$ cat config.mk
export PLATFORM = sky130hd
export DESIGN_NAME = wb_arbiter
export DESIGN_NICKNAME = d
export VERILOG_FILES = /design/src/rtl/wb_arbiter.sv
export SDC_FILE = /design/constraint.sdc
export NUM_CORES = 1
export LEC_CHECK = 0
export ABC_AREA = 0
export BUFFER_PORTS_ARGS = -buffer_cell sky130_fd_sc_hd__buf_2
export CAP_MARGIN = 20
export CORE_ASPECT_RATIO = 0.8
export CORE_MARGIN = 2
export CORE_UTILIZATION = 45
export DETAILED_ROUTE_END_ITERATION = 6
export PLACE_DENSITY = 0.73
export SYNTH_ARGS = -nofsm -noshare
export SYNTH_HDL_FRONTEND = slang
export SYNTH_SLANG_ARGS = --single-unit
$ cat constraint.sdc
create_clock -name clk -period 7.8 [get_ports clk]
set_input_delay 0.78 -clock clk [delete_from_list [all_inputs] [get_ports clk]]
set_output_delay 0.78 -clock clk [all_outputs]
set_load 0.03 [all_outputs]
$ cat src/rtl/wb_arbiter.sv
// Writeback merge in front of the single regfile write port: ALU port A has priority,
// long-latency port B results queue in a small FIFO with WAW kill and a starvation guard.
module wb_arbiter #(
  parameter int XLEN         = 32,
  parameter int DEPTH        = 4,
  parameter int STARVE_LIMIT = 8
) (
  input  logic            clk,
  input  logic            reset,
  input  logic            a_valid,
  input  logic [4:0]      a_rd,
  input  logic [XLEN-1:0] a_data,
  output logic            a_stall,
  input  logic            b_valid,
  output logic            b_ready,
  input  logic [4:0]      b_rd,
  input  logic [XLEN-1:0] b_data,
  output logic            wen,
  output logic [4:0]      regWAddr,
  output logic [XLEN-1:0] regWData,
  output logic [31:0]     pending
);
  localparam int AW = $clog2(DEPTH);
  localparam int CW = $clog2(STARVE_LIMIT + 1);

  logic [4:0]      r_fifo_rd   [DEPTH];
  logic [XLEN-1:0] r_fifo_data [DEPTH];
  logic [DEPTH-1:0] r_live;
  logic [AW:0]     r_wptr, r_rptr;
  logic [CW-1:0]   r_cnt;
  logic            r_stall;
  logic            r_wen;
  logic [4:0]      r_addr;
  logic [XLEN-1:0] r_data;

  logic [AW-1:0]   w_widx, w_ridx;
  logic            w_empty, w_full, w_head_live;
  logic            w_a_win, w_b_acc, w_b_keep, w_bypass, w_push, w_pop;
  logic [DEPTH-1:0] w_live_n;
  logic [CW-1:0]   w_cnt_n;
  logic            w_wen_n;
  logic [4:0]      w_addr_n;
  logic [XLEN-1:0] w_data_n;
  logic [31:0]     w_pending;

  assign w_widx      = r_wptr[AW-1:0];
  assign w_ridx      = r_rptr[AW-1:0];
  assign w_empty     = (r_wptr == r_rptr);
  assign w_full      = (r_wptr[AW] != r_rptr[AW]) && (w_widx == w_ridx);
  assign w_head_live = !w_empty && r_live[w_ridx];

  assign w_a_win  = a_valid && (a_rd != 5'd0);
  assign b_ready  = !w_full && !reset;
  assign w_b_acc  = b_valid && b_ready;
  // rd==0 results are accepted but never reach the regfile or the queue
  assign w_b_keep = w_b_acc && (b_rd != 5'd0);
  assign w_bypass = !w_a_win && w_empty && w_b_keep;
  assign w_push   = w_b_keep && !w_bypass;
  // a stale head leaves every cycle; a live head only when A is idle
  assign w_pop    = !w_empty && (!r_live[w_ridx] || !w_a_win);

  always_comb begin
    w_wen_n  = 1'b0;
    w_addr_n = r_addr;
    w_data_n = r_data;
    if (w_a_win) begin
      w_wen_n  = 1'b1;
      w_addr_n = a_rd;
      w_data_n = a_data;
    end else if (w_head_live) begin
      w_wen_n  = 1'b1;
      w_addr_n = r_fifo_rd[w_ridx];
      w_data_n = r_fifo_data[w_ridx];
    end else if (w_bypass) begin
      w_wen_n  = 1'b1;
      w_addr_n = b_rd;
      w_data_n = b_data;
    end
  end

  // Kill older writes to the same rd before the push so the younger B entry survives
  always_comb begin
    w_live_n = r_live;
    if (w_a_win) begin
      for (int i = 0; i < DEPTH; i++) begin
        if (r_fifo_rd[i] == a_rd) w_live_n[i] = 1'b0;
      end
    end
    if (w_pop)  w_live_n[w_ridx] = 1'b0;
    if (w_push) w_live_n[w_widx] = 1'b1;
  end

  always_comb begin
    w_cnt_n = r_cnt;
    if (w_empty || w_pop)
      w_cnt_n = '0;
    else if (w_head_live && w_a_win && (r_cnt != CW'(STARVE_LIMIT)))
      w_cnt_n = r_cnt + CW'(1);
  end

  always_comb begin
    w_pending = '0;
    for (int i = 0; i < DEPTH; i++) begin
      if (r_live[i]) w_pending[r_fifo_rd[i]] = 1'b1;
    end
    w_pending[0] = 1'b0;
  end

  always_ff @(posedge clk or posedge reset) begin
    if (reset) begin
      r_wptr  <= '0;
      r_rptr  <= '0;
      r_live  <= '0;
      r_cnt   <= '0;
      r_stall <= 1'b0;
      r_wen   <= 1'b0;
      r_addr  <= '0;
      r_data  <= '0;
    end else begin
      r_live  <= w_live_n;
      r_cnt   <= w_cnt_n;
      r_stall <= (w_cnt_n == CW'(STARVE_LIMIT));
      r_wen   <= w_wen_n;
      r_addr  <= w_addr_n;
      r_data  <= w_data_n;
      if (w_push) r_wptr <= r_wptr + 1'b1;
      if (w_pop)  r_rptr <= r_rptr + 1'b1;
    end
  end

  always_ff @(posedge clk) begin
    if (w_push) begin
      r_fifo_rd[w_widx]   <= b_rd;
      r_fifo_data[w_widx] <= b_data;
    end
  end

  assign a_stall  = r_stall;
  assign wen      = r_wen;
  assign regWAddr = r_addr;
  assign regWData = r_data;
  assign pending  = w_pending;
endmodule

==> reports/summary.json, run 1 <==
{
  "timing": {
    "timing.fmax_mhz": 286.8,
    "unrepaired_setup_endpoints_after_global_routing": "false",
    "post-route-min-period_ps": 3487,
    "clock-skew-final_ps": 17.77,
    "final_min_period_over_clock_period_pct": 44.70,
    "finalSetupTns_ps": 0,
    "worst-slew-pin-transition_ps": 1216,
    "timing_max_transition_violations_final": 0,
    "relSlewSlack_pct": 18.74,
    "finalSetupViolCount": 0,
    "report.final.hold_viol_count": 0
  },
  "clock_tree": {
    "holdBufCountCts": 0,
    "numClockSinks": 201,
    "h-tree-depth": 1,
    "cts_tree": "yes",
    "postCtsSetupBuffers": 0,
    "clk_transition_reported_paths_ps": 60,
    "cts.path.max_buffers": 3,
    "clock_insertion_delay_worst_skew_ps": 490,
    "tritoncts.num_buffers": 19,
    "clock_tree.root_cell": "clkbuf_16",
    "cts-resized-gates": 0
  },
  "detailed_routing": {
    "route.detailed.drc": 0,
    "drt-total-wl_um": 23260,
    "vias_per_cell": 6.046,
    "num_vias": 6572,
    "ant_nets": 0,
    "dr.pass1.iters": 6,
    "detail_route.iter0.violations": 739,
    "drt-wirelength-per-cell_um": 21.39
  },
  "placed_design": {
    "dpl.hpwl_um": 14830,
    "numPortBuffers": 148,
    "gp_congestion": 0.8867,
    "dp_cells": 1054,
    "dpl_cell_area_mm2": 0.01030
  },
  "yosys": {
    "post_synth_instance_area_mm2": 0.009458,
    "yosysUniqueCellTypes": 49,
    "largest_family_of_logic_cells_by_synthesized_area": "compound AO/OA/AOI/OAI gates",
    "seq_area_frac_synth_pct": 61.01,
    "prevailing_post_synth_register_cell": "edfxtp_1",
    "postSynthCellCount": 686,
    "postSynthAreaPerCell_um2": 13.79,
    "synth-edff-count": 148,
    "syn-num-nets": 774,
    "share_of_synthesized_area_spent_on_multiplexers_pct": 9.168,
    "post_synth_xor_area_fraction_pct": 2.686,
    "synth_compound_gate_area_share_pct": 12.17,
    "ys_async_rst_share_pct": 26.37,
    "synthAdderAreaFrac_pct": 1.323,
    "area_share_of_and_or_nand_nor_cells_after_synthesis_pct": 10.17,
    "seq_cells_post_synth": 201,
    "warnings_synthesis": 0
  },
  "global_route": {
    "grt-ovfl-total": 0,
    "grt_start_max_net_pins": 54,
    "grtUsageTotal_pct": 20.75,
    "antenna_found_initial": 0,
    "vias_in_the_first_global_route": 6429,
    "grt_pass1_wl_um": 36310
  },
  "setup_path": {
    "worstPathCellList": "mux4_2 > o31a_2 > inv_1 > and3_1 > buf_4 > a221o_1",
    "critPathSlowestCell": "dfrtp_2",
    "worst_path_maximum_fanout": 42,
    "worstPathBufferInverterCount": 2,
    "timing.critical_path.to_type": "flop",
    "worst-endpoint-required_ps": 8160,
    "timing.critical_path.max_delay_family": "compound AO/OA/AOI/OAI gates",
    "critical_path_class": "reg2reg",
    "timing.critical_path.from_type": "flop",
    "cp.arrival_ps": 3850,
    "cp_peak_stage_delay_ps": 1020
  },
  "job": {
    "maxCapViolCount": 0
  },
  "floorplanning": {
    "start_util_pct": 45.82,
    "core_mm2": 0.02064,
    "rows": 47,
    "die_area_mm2": 0.02220,
    "die_width_um": 166.1,
    "top_level_ports": 150,
    "die_y_um": 133.7
  },
  "final_layout": {
    "insertedDiodeCount": 0,
    "post_route_cells_drive_above_1_share_pct": 29.71,
    "layout_common_cells": "148 x buf_2, 148 x edfxtp_1, 82 x nor2_1",
    "final_cell_area_mm2": 0.01086,
    "finish.net_count": 894,
    "area_growth_pct": 14.78,
    "finalNonFillerCells": 1087
  },
  "pwr": {
    "power.leakage_nw": 4.044,
    "power.ir.vdd_worst_mv": 0.2654,
    "p_per_area_mw_per_mm2": 335.6
  },
  "hold_path": {
    "worst_hold_path_type": "reg2reg"
  },
  "run_status": {
    "run_status": "completed"
  }
}
## state kept, by name, summed over array words and instances, names as in the netlist
name,flops
a_stall,1
r_cnt,4
r_fifo_data,128
r_fifo_rd,20
r_live,4
r_rptr,3
r_wptr,3
regWAddr,5
regWData,32
wen,1
## through the flow
stage          utilization, %  power [mW]  worst slack (ps)  hold slack, ps
6_report                52.59       3.643              4313           501.6
5_1_grt                 52.59       3.837              4078           515.8
4_1_cts                 52.59       3.661              4329           499.3
3_5_place_dp            49.90       2.821              4327           483.5
3_3_place_gp            49.90       2.800              4379           475.0
2_1_floorplan               -       2.492              4612           460.7
## layout make-up
class                      instances  area [um2]
fill                            1697        9786
clock buffer                      24       504.2
multi-input combinational        423        3386
inverter                           9       33.78
timing repair buffer             152       770.7
sequential                       201        5773
clock inverter                     9       51.30
tap                              269       336.6
## routing by layer
layer  track usage (%)  vias up  wire, um
met4             7.874        0       885
met2             29.46      361     10070
li1                  -     2921         -
met5                 0        -         0
met1             31.12     3212     10190
met3             4.843       78      2115
## report_power, final
group / switching [mW] / internal [mW] / leakage (nW)
clock: 0.380 / 0.460 / 0.270
combinational: 0.745 / 0.490 / 1.80
sequential: 0.185 / 1.38 / 1.97
## cell usage after synthesis, types with 6 or more instances
| master | n | area share [%] |
|---|---|---|
| ha_1 | 10 | 1.3 |
| nand2_1 | 37 | 1.5 |
| nand3_1 | 10 | 0.53 |
| mux4_2 | 38 | 9.0 |
| xnor2_1 | 12 | 1.1 |
| dfrtp_1 | 53 | 14 |
| and3b_1 | 7 | 0.65 |
| and3_1 | 6 | 0.40 |
| nand3b_1 | 8 | 0.64 |
| o22ai_1 | 6 | 0.40 |
| clkbuf_1 | 25 | 0.99 |
| a221o_1 | 46 | 4.9 |
| nor2_1 | 82 | 3.3 |
| o211ai_1 | 6 | 0.48 |
| inv_1 | 8 | 0.32 |
| nor3_1 | 7 | 0.37 |
| a21oi_1 | 36 | 1.9 |
| buf_6 | 9 | 1.1 |
| buf_2 | 16 | 0.85 |
| nor3b_1 | 9 | 0.71 |
| edfxtp_1 | 148 | 47 |
| o221ai_1 | 17 | 1.6 |
| a22oi_1 | 18 | 1.4 |
| o21ai_0 | 9 | 0.48 |
| xor2_1 | 17 | 1.6 |
## path summary, 6_finish.rpt
check,endpoint,from,cells past startpoint,slack (ps)
hold reg to reg,r_rptr[2]$_DFFE_PP0N_,r_rptr[2]$_DFFE_PP0N_,1,500
max in group asynchronous,r_rptr[0]$_DFFE_PP0N_,reset,3,6730
hold / removal,r_rptr[2]$_DFFE_PP0N_,r_rptr[2]$_DFFE_PP0N_,1,500
min in group asynchronous,r_wptr[1]$_DFFE_PP0P_,reset,3,550
setup / recovery,regWData[11]$_DFFE_PP0P_,r_rptr[1]$_DFFE_PP0N_,6,4310
setup reg to reg,regWData[11]$_DFFE_PP0P_,r_rptr[1]$_DFFE_PP0N_,6,4310
## kinds of logic (layout without fill, tap and decap cells)
| family | after synthesis | count (layout) |
|---|---|---|
| flops | 201 | 201 |
| simple gates | 195 | 195 |
| compound gates | 149 | 149 |
| buf+inv | 62 | 194 |
| mux | 39 | 39 |
| xor+xnor | 29 | 29 |
| fa+ha+maj | 10 | 10 |
| other cells | 1 | 1 |
(Power assumes the default switching activity.)
==> run 2: changes to the inputs <==
PLACE_DENSITY = 0.75   (was 0.73)
clock period = 3.1 ns   (was 7.8 ns; I/O delays follow)
==> run 2 against run 1 <==
Compared with the run above: clock skew is 8.9 ps lower; final area increased by 2.7%; first-iteration DRC count up 16%; register-to-register slack worse by 3700 ps; critical endpoint is now pending[17]; largest cell class unchanged.
==> reports/summary.json, run 2 (synthesis results as in run 1) <==
{
  "run_status": {
    "run_status": "completed"
  },
  "setup_path": {
    "cp.arrival": {"value": 2270, "unit": "ps", "change": "-1580 ps"},
    "timing.critical_path.from_type": "flop",
    "worst_path_maximum_fanout": {"value": 12, "change": "-71%"},
    "worst-endpoint-required": {"value": 2790, "unit": "ps", "change": "-5370 ps"},
    "timing.critical_path.to_type": "output pin",
    "critical_path_class": "reg2out"
  },
  "placed_design": {
    "numPortBuffers": {"value": 148, "change": "unchanged"},
    "gp_congestion": {"value": 0.9368, "change": "+5.7%"},
    "dpl.hpwl": {"value": 16150, "unit": "um", "change": "+8.9%"},
    "dpl_cell_area": {"value": 0.01046, "unit": "mm2", "change": "+1.6%"},
    "preCtsSetupSlack": {"value": 581.9, "unit": "ps", "change": "-3745 ps"}
  },
  "clock_tree": {
    "clock_insertion_delay_worst_skew": {"value": 480, "unit": "ps", "change": "about the same"},
    "numClockSinks": {"value": 201, "change": "unchanged"},
    "clk_transition_reported_paths": {"value": 60, "unit": "ps", "change": "about the same"},
    "tritoncts.num_buffers": {"value": 19, "change": "unchanged"},
    "cts_tree": "yes",
    "h-tree-depth": {"value": 1, "change": "unchanged"},
    "cts-resized-gates": {"value": 0, "change": "unchanged"},
    "holdBufCountCts": {"value": 1, "change": "+1"},
    "postCtsSetupBuffers": {"value": 0, "change": "unchanged"},
    "cts.path.max_buffers": {"value": 3, "change": "unchanged"},
    "clock_tree.root_cell": "clkbuf_16"
  },
  "final_layout": {
    "largest_reg_flops": {"value": 128, "change": "unchanged"},
    "layout_common_cells": "148 x buf_2, 148 x edfxtp_1, 82 x nor2_1",
    "final_core_utilization": {"value": 54.03, "unit": "%", "change": "+1.4 points"},
    "area_of_the_multi_input_gates": {"value": 0.003386, "unit": "mm2", "change": "unchanged"},
    "area_growth_pct": 17.91,
    "seqCellArea": {"value": 0.005773, "unit": "mm2", "change": "unchanged"},
    "regMostFlops": "r_fifo_data",
    "finish.net_count": {"value": 910, "change": "+1.8%"},
    "insertedDiodeCount": {"value": 0, "change": "unchanged"},
    "post_route_cells_drive_above_1_share": {"value": 31.38, "unit": "%", "change": "+1.7 points"},
    "fillerInstances": {"value": 1661, "change": "-2.1%"},
    "final_cell_area": {"value": 0.01115, "unit": "mm2", "change": "+2.7%"}
  },
  "floorplanning": {
    "core": {"value": 0.02064, "unit": "mm2", "change": "unchanged"},
    "top_level_ports": {"value": 150, "change": "unchanged"},
    "die_area": {"value": 0.02220, "unit": "mm2", "change": "unchanged"},
    "rows": {"value": 47, "change": "unchanged"},
    "die_y": {"value": 133.7, "unit": "um", "change": "unchanged"},
    "die_width": {"value": 166.1, "unit": "um", "change": "unchanged"},
    "start_util": {"value": 45.82, "unit": "%", "change": "unchanged"}
  },
  "timing": {
    "timing_max_transition_violations_final": {"value": 0, "change": "unchanged"},
    "post-route-min-period_ps": 2583,
    "relSlewSlack": {"value": 50.68, "unit": "%", "change": "+32 points"},
    "finalSetupViolCount": {"value": 0, "change": "unchanged"},
    "worst-slew-pin-transition": {"value": 737.1, "unit": "ps", "change": "-479.1 ps"},
    "unrepaired_setup_endpoints_after_global_routing": "false",
    "worst_slack": {"value": 516.9, "unit": "ps", "change": "-3796 ps"},
    "timing.fmax_mhz": 387.1,
    "report.final.hold_viol_count": {"value": 0, "change": "unchanged"},
    "finalSetupTns": {"value": 0, "unit": "ps", "change": "unchanged"},
    "final_min_period_over_clock_period_pct": 83.33,
    "clock-skew-final": {"value": 8.904, "unit": "ps", "change": "-8.868 ps"}
  },
  "global_route": {
    "grt_start_max_net_pins": {"value": 40, "change": "-26%"},
    "grtUsageTotal": {"value": 21.45, "unit": "%", "change": "+0.70 points"},
    "antenna_found_initial": {"value": 0, "change": "unchanged"},
    "grt-ovfl-total": {"value": 0, "change": "unchanged"},
    "grt_pass1_wl": {"value": 37690, "unit": "um", "change": "+3.8%"},
    "vias_in_the_first_global_route": {"value": 6535, "change": "+1.6%"}
  },
  "pwr": {
    "power.leakage": {"value": 4.201, "unit": "nW", "change": "+3.9%"},
    "p_per_area": {"value": 871.6, "unit": "mW/mm2", "change": "+160%"},
    "power.ir.vdd_worst": {"value": 0.5027, "unit": "mV", "change": "+89%"}
  },
  "job": {
    "maxCapViolCount": {"value": 0, "change": "unchanged"}
  },
  "detailed_routing": {
    "route.detailed.drc": {"value": 0, "change": "unchanged"},
    "ant_nets": {"value": 0, "change": "unchanged"},
    "detail_route.iter0.violations": {"value": 859, "change": "+16%"},
    "drt-total-wl": {"value": 24010, "unit": "um", "change": "+3.3%"},
    "drt-wirelength-per-cell": {"value": 21.75, "unit": "um", "change": "+1.7%"},
    "dr.pass1.iters": {"value": 5, "change": "-1"},
    "num_vias": {"value": 6697, "change": "+1.9%"},
    "vias_per_cell": {"value": 6.066, "change": "+0.33%"}
  },
  "hold_path": {
    "worst_hold_path_type": "in2reg"
  }
}
run 2: area by class of cell:
| cell class | instances | share of cell area, % |
|---|---|---|
| Clock buffer | 25 | 4.735 |
| Clock inverter | 9 | 1.358 |
| Inverter | 9 | 0.3029 |
| Multi-Input combinational cell | 423 | 30.36 |
| Sequential cell | 201 | 51.77 |
| Tap cell | 269 | 3.018 |
| Timing Repair Buffer | 168 | 8.460 |
run 2: final timing paths:
check / from / to / slack, ps / cells past startpoint
worst max register to register: r_rptr[1]$_DFFE_PP0N_ / regWData[16]$_DFFE_PP0P_ / 640 / 6
max in group asynchronous: reset / regWData[17]$_DFFE_PP0P_ / 1980 / 4
worst min register to register: r_rptr[2]$_DFFE_PP0N_ / r_rptr[2]$_DFFE_PP0N_ / 500 / 1
min in group asynchronous: reset / regWData[24]$_DFFE_PP0P_ / 480 / 3
worst max-delay path: r_fifo_rd[2][4]$_DFFE_PP_ / pending[17] / 520 / 5
worst min-delay path: b_data[13] / r_fifo_data[1][13]$_DFFE_PP_ / 70 / 1
run 2: worst max-delay path: stages (launching register included):
cell and delay (ps):
edfxtp_1 710, or3b_2 550, nor2_1 110, a21oi_1 50, o211ai_1 150, buf_2 240
run 2: where the power goes:
group | internal [mW] | switching [mW]
clock | 1.54 | 0.955
combinational | 1.32 | 2.04
sequential | 3.47 | 0.392
total | 6.33 | 3.39
run 2: stage by stage:
| stage | hold WS (ps) | cells | power [mW] |
|---|---|---|---|
| 3_5_place_dp | 444.1 | 1069 | 7.263 |
| 2_1_floorplan | 408.9 | 686 | 6.269 |
| 5_1_grt | 60.16 | 1104 | 10.17 |
| 3_3_place_gp | 447.1 | 1069 | 7.187 |
| 4_1_cts | 50.43 | 1104 | 9.778 |
| 6_report | 68.20 | 1104 | 9.720 |
run 2: per-layer routing:
layer  global-route usage (%)  routed length, um
met3                    4.070               2175
met5                        0                  0
met4                    4.106                454
met1                    32.52              10560
met2                    32.73              10830
==> run 3: changes to the inputs <==
PLACE_DENSITY = 0.73   (was 0.75)
clock period = 2.6 ns   (was 3.1 ns; I/O delays follow)
==> run 3 against run 2 <==
Compared with the run above: sequential cell count did not move; combinational power rose by 23%; worst hold slack got worse by 56 ps; wire length rose by 1.1%; worst setup slack got worse by 390 ps; sequential power rose by 19%; clock skew barely moved; core utilization rose by 0.52 points; final area rose by 0.96%; global-route usage fell by 0.089 points; register-to-register slack got worse by 440 ps; final cell count rose by 1.4%.
==> reports/summary.json, run 3 (synthesis results as in run 1) <==
{
  "run_status": {
    "run_status": "completed"
  },
  "setup_path": {
    "worst-endpoint-required": {"value": 2340, "unit": "ps", "change": "-450 ps"},
    "timing.rr.end": "regWData[4]$_DFFE_PP0P_",
    "worst_r2r_path_depth": {"value": 6, "change": "unchanged"},
    "worstReg2RegStart": "r_rptr[0]$_DFFE_PP0N_",
    "critPathSlowestCell": "edfxtp_1",
    "critical_path_class": "reg2out",
    "worstPathCellList": "or3b_2 > nor2_1 > a21oi_1 > o211ai_1 > buf_2",
    "cp.arrival": {"value": 2210, "unit": "ps", "change": "-60 ps"},
    "reg2reg_setup_slack": {"value": 200, "unit": "ps", "change": "-440 ps"},
    "worst_path_maximum_fanout": {"value": 11, "change": "-1"},
    "cp_peak_stage_delay": {"value": 610, "unit": "ps", "change": "-100 ps"},
    "timing.critical_path.to_type": "output pin",
    "timing.critical_path.from_type": "flop"
  },
  "clock_tree": {
    "clock_insertion_delay_worst_skew": {"value": 490, "unit": "ps", "change": "about the same"},
    "cts_tree": "yes",
    "clock_tree.root_cell": "clkbuf_16",
    "cts-resized-gates": {"value": 0, "change": "unchanged"},
    "tritoncts.num_buffers": {"value": 20, "change": "+1"},
    "numClockSinks": {"value": 201, "change": "unchanged"},
    "cts.path.max_buffers": {"value": 3, "change": "unchanged"},
    "clk_transition_reported_paths": {"value": 60, "unit": "ps", "change": "about the same"},
    "h-tree-depth": {"value": 1, "change": "unchanged"}
  },
  "detailed_routing": {
    "vias_per_cell": {"value": 6.051, "change": "-0.25%"},
    "dr.pass1.iters": {"value": 5, "change": "unchanged"},
    "drt-wirelength-per-cell": {"value": 21.68, "unit": "um", "change": "-0.32%"},
    "ant_nets": {"value": 0, "change": "unchanged"},
    "drt-total-wl": {"value": 24280, "unit": "um", "change": "+1.1%"},
    "route.detailed.drc": {"value": 0, "change": "unchanged"},
    "detail_route.iter0.violations": {"value": 994, "change": "+16%"},
    "num_vias": {"value": 6777, "change": "+1.2%"}
  },
  "final_layout": {
    "post_route_cells_drive_above_1_share": {"value": 31.26, "unit": "%", "change": "-0.12 points"},
    "final_cell_area": {"value": 0.01126, "unit": "mm2", "change": "+0.96%"},
    "fillerInstances": {"value": 1658, "change": "-0.18%"},
    "insertedDiodeCount": {"value": 0, "change": "unchanged"},
    "regMostFlops": "r_fifo_data",
    "finish.net_count": {"value": 926, "change": "+1.8%"},
    "largest_reg_flops": {"value": 128, "change": "unchanged"},
    "layout_common_cells": "148 x buf_2, 148 x edfxtp_1, 82 x nor2_1",
    "area_growth_pct": 19.05
  },
  "global_route": {
    "grt_pass1_wl": {"value": 37150, "unit": "um", "change": "-1.4%"},
    "antenna_found_initial": {"value": 0, "change": "unchanged"},
    "grt_start_max_net_pins": {"value": 39, "change": "-2.5%"},
    "grtUsageTotal": {"value": 21.36, "unit": "%", "change": "-0.089 points"},
    "vias_in_the_first_global_route": {"value": 6579, "change": "+0.67%"},
    "grt-ovfl-total": {"value": 0, "change": "unchanged"}
  },
  "timing": {
    "timing_max_transition_violations_final": {"value": 0, "change": "unchanged"},
    "worst_slack": {"value": 128.8, "unit": "ps", "change": "-388.1 ps"},
    "relSlewSlack": {"value": 34.81, "unit": "%", "change": "-16 points"},
    "post-route-min-period_ps": 2471,
    "timing.fmax_mhz": 404.7,
    "report.final.hold_viol_count": {"value": 0, "change": "unchanged"},
    "clock-skew-final": {"value": 8.488, "unit": "ps", "change": "-0.4165 ps"},
    "finalSetupTns": {"value": 0, "unit": "ps", "change": "unchanged"},
    "finalSetupViolCount": {"value": 0, "change": "unchanged"},
    "unrepaired_setup_endpoints_after_global_routing": "false",
    "final_min_period_over_clock_period_pct": 95.05,
    "worst-slew-pin-transition": {"value": 975.5, "unit": "ps", "change": "+238.4 ps"}
  },
  "job": {
    "maxCapViolCount": {"value": 0, "change": "unchanged"}
  },
  "placed_design": {
    "numPortBuffers": {"value": 148, "change": "unchanged"},
    "dpl_cell_area": {"value": 0.01055, "unit": "mm2", "change": "+0.80%"},
    "preCtsSetupSlack": {"value": 225.5, "unit": "ps", "change": "-356.4 ps"},
    "gp_congestion": {"value": 0.9116, "change": "-2.7%"},
    "dpl.hpwl": {"value": 15920, "unit": "um", "change": "-1.4%"}
  },
  "pwr": {
    "p_int": {"value": 7.403, "unit": "mW", "change": "+17%"},
    "power.share.clock": {"value": 23.9, "unit": "%", "change": "-1.8 points"},
    "net-switching-power": {"value": 4.048, "unit": "mW", "change": "+20%"},
    "seq_power_share": {"value": 40.0, "unit": "%", "change": "+0.2 points"},
    "power.share.combinational": {"value": 36.2, "unit": "%", "change": "+1.6 points"},
    "power.leakage": {"value": 4.250, "unit": "nW", "change": "+1.2%"},
    "p_per_area": {"value": 1017, "unit": "mW/mm2", "change": "+17%"},
    "power.switching_fraction": {"value": 35.35, "unit": "%", "change": "+0.50 points"},
    "power.ir.vdd_worst": {"value": 0.5629, "unit": "mV", "change": "+12%"}
  },
  "floorplanning": {
    "die_y": {"value": 133.7, "unit": "um", "change": "unchanged"},
    "rows": {"value": 47, "change": "unchanged"},
    "core": {"value": 0.02064, "unit": "mm2", "change": "unchanged"},
    "die_area": {"value": 0.02220, "unit": "mm2", "change": "unchanged"},
    "start_util": {"value": 45.82, "unit": "%", "change": "unchanged"},
    "die_width": {"value": 166.1, "unit": "um", "change": "unchanged"},
    "top_level_ports": {"value": 150, "change": "unchanged"}
  },
  "hold_path": {
    "worst_hold_startpoint": "b_data[28]",
    "hold_depth": {"value": 1, "change": "unchanged"},
    "worst_hold_path_type": "in2reg",
    "hold_end": "r_fifo_data[3][28]$_DFFE_PP_"
  }
}
## run 3: how the worst max path moves through the flow
stage	slack (ps)	depth (start not counted)	startpoint	to
after floorplan	200	5	r_rptr[0]$_DFFE_PP0N_	r_fifo_data[3][0]$_DFFE_PP_
after global placement	270	6	r_rptr[0]$_DFFE_PP0N_	regWData[6]$_DFFE_PP0P_
after detailed placement	230	6	r_rptr[0]$_DFFE_PP0N_	regWData[4]$_DFFE_PP0P_
after CTS	130	5	r_fifo_rd[2][4]$_DFFE_PP_	pending[17]
after global routing	30	5	r_fifo_rd[2][3]$_DFFE_PP_	pending[17]
final	130	5	r_fifo_rd[2][3]$_DFFE_PP_	pending[17]
## run 3: cell type report
type / instances / area [um2] / area share, %
clock buffers: 28 / 561.8 / 4.989
well taps: 269 / 336.6 / 2.989
inverters: 9 / 33.78 / 0.3000
clock inverters: 7 / 58.81 / 0.5223
flip-flops and latches: 201 / 5773 / 51.27
repair buffers: 183 / 1109 / 9.846
multi-input cells: 423 / 3387 / 30.08
## run 3: repair_timing
action | in CTS | in global routing
setup buffers | 0 | 3
hold endpoints to repair | 30 | 4
hold buffers | 6 | 1
endpoints found under the setup margin | 0 | 1
## run 3: power groups by stage
stage / combinational, mW / clock [mW] / sequential, mW
after global routing: 4.42 / 2.90 / 4.63
after detailed placement: 4.12 / 0 / 4.62
after CTS: 4.14 / 2.78 / 4.57
final: 4.14 / 2.73 / 4.58
after floorplan: 2.41 / 0 / 5.06
after global placement: 4.04 / 0 / 4.61
## run 3: routing by layer
metal	vias to the layer above	global-route usage [%]	share of wire (%)	wire length, um
met3	53	4.724	9.2	2229
met4	0	5.121	1.8	433
met2	376	31.60	45	10930
li1	2984	-	-	-
met1	3364	32.37	44	10690
met5	-	0	0	0
## run 3: through the flow
step	utilization, %	hold slack, ps	power [mW]	std cells
3_3_place_gp	51.09	304.0	8.655	1075
6_report	54.55	12.53	11.45	1120
2_1_floorplan	-	358.9	7.470	686
5_1_grt	54.55	7.681	11.96	1120
4_1_cts	54.39	0.1991	11.49	1116
3_5_place_dp	51.09	312.3	8.736	1075
## run 3: worst max-delay path: cells and delay by family, from the launching register on
family	cells	cell delay, ps
compound gates	2	180
simple gates	2	710
buf+inv	1	230
flops	1	610
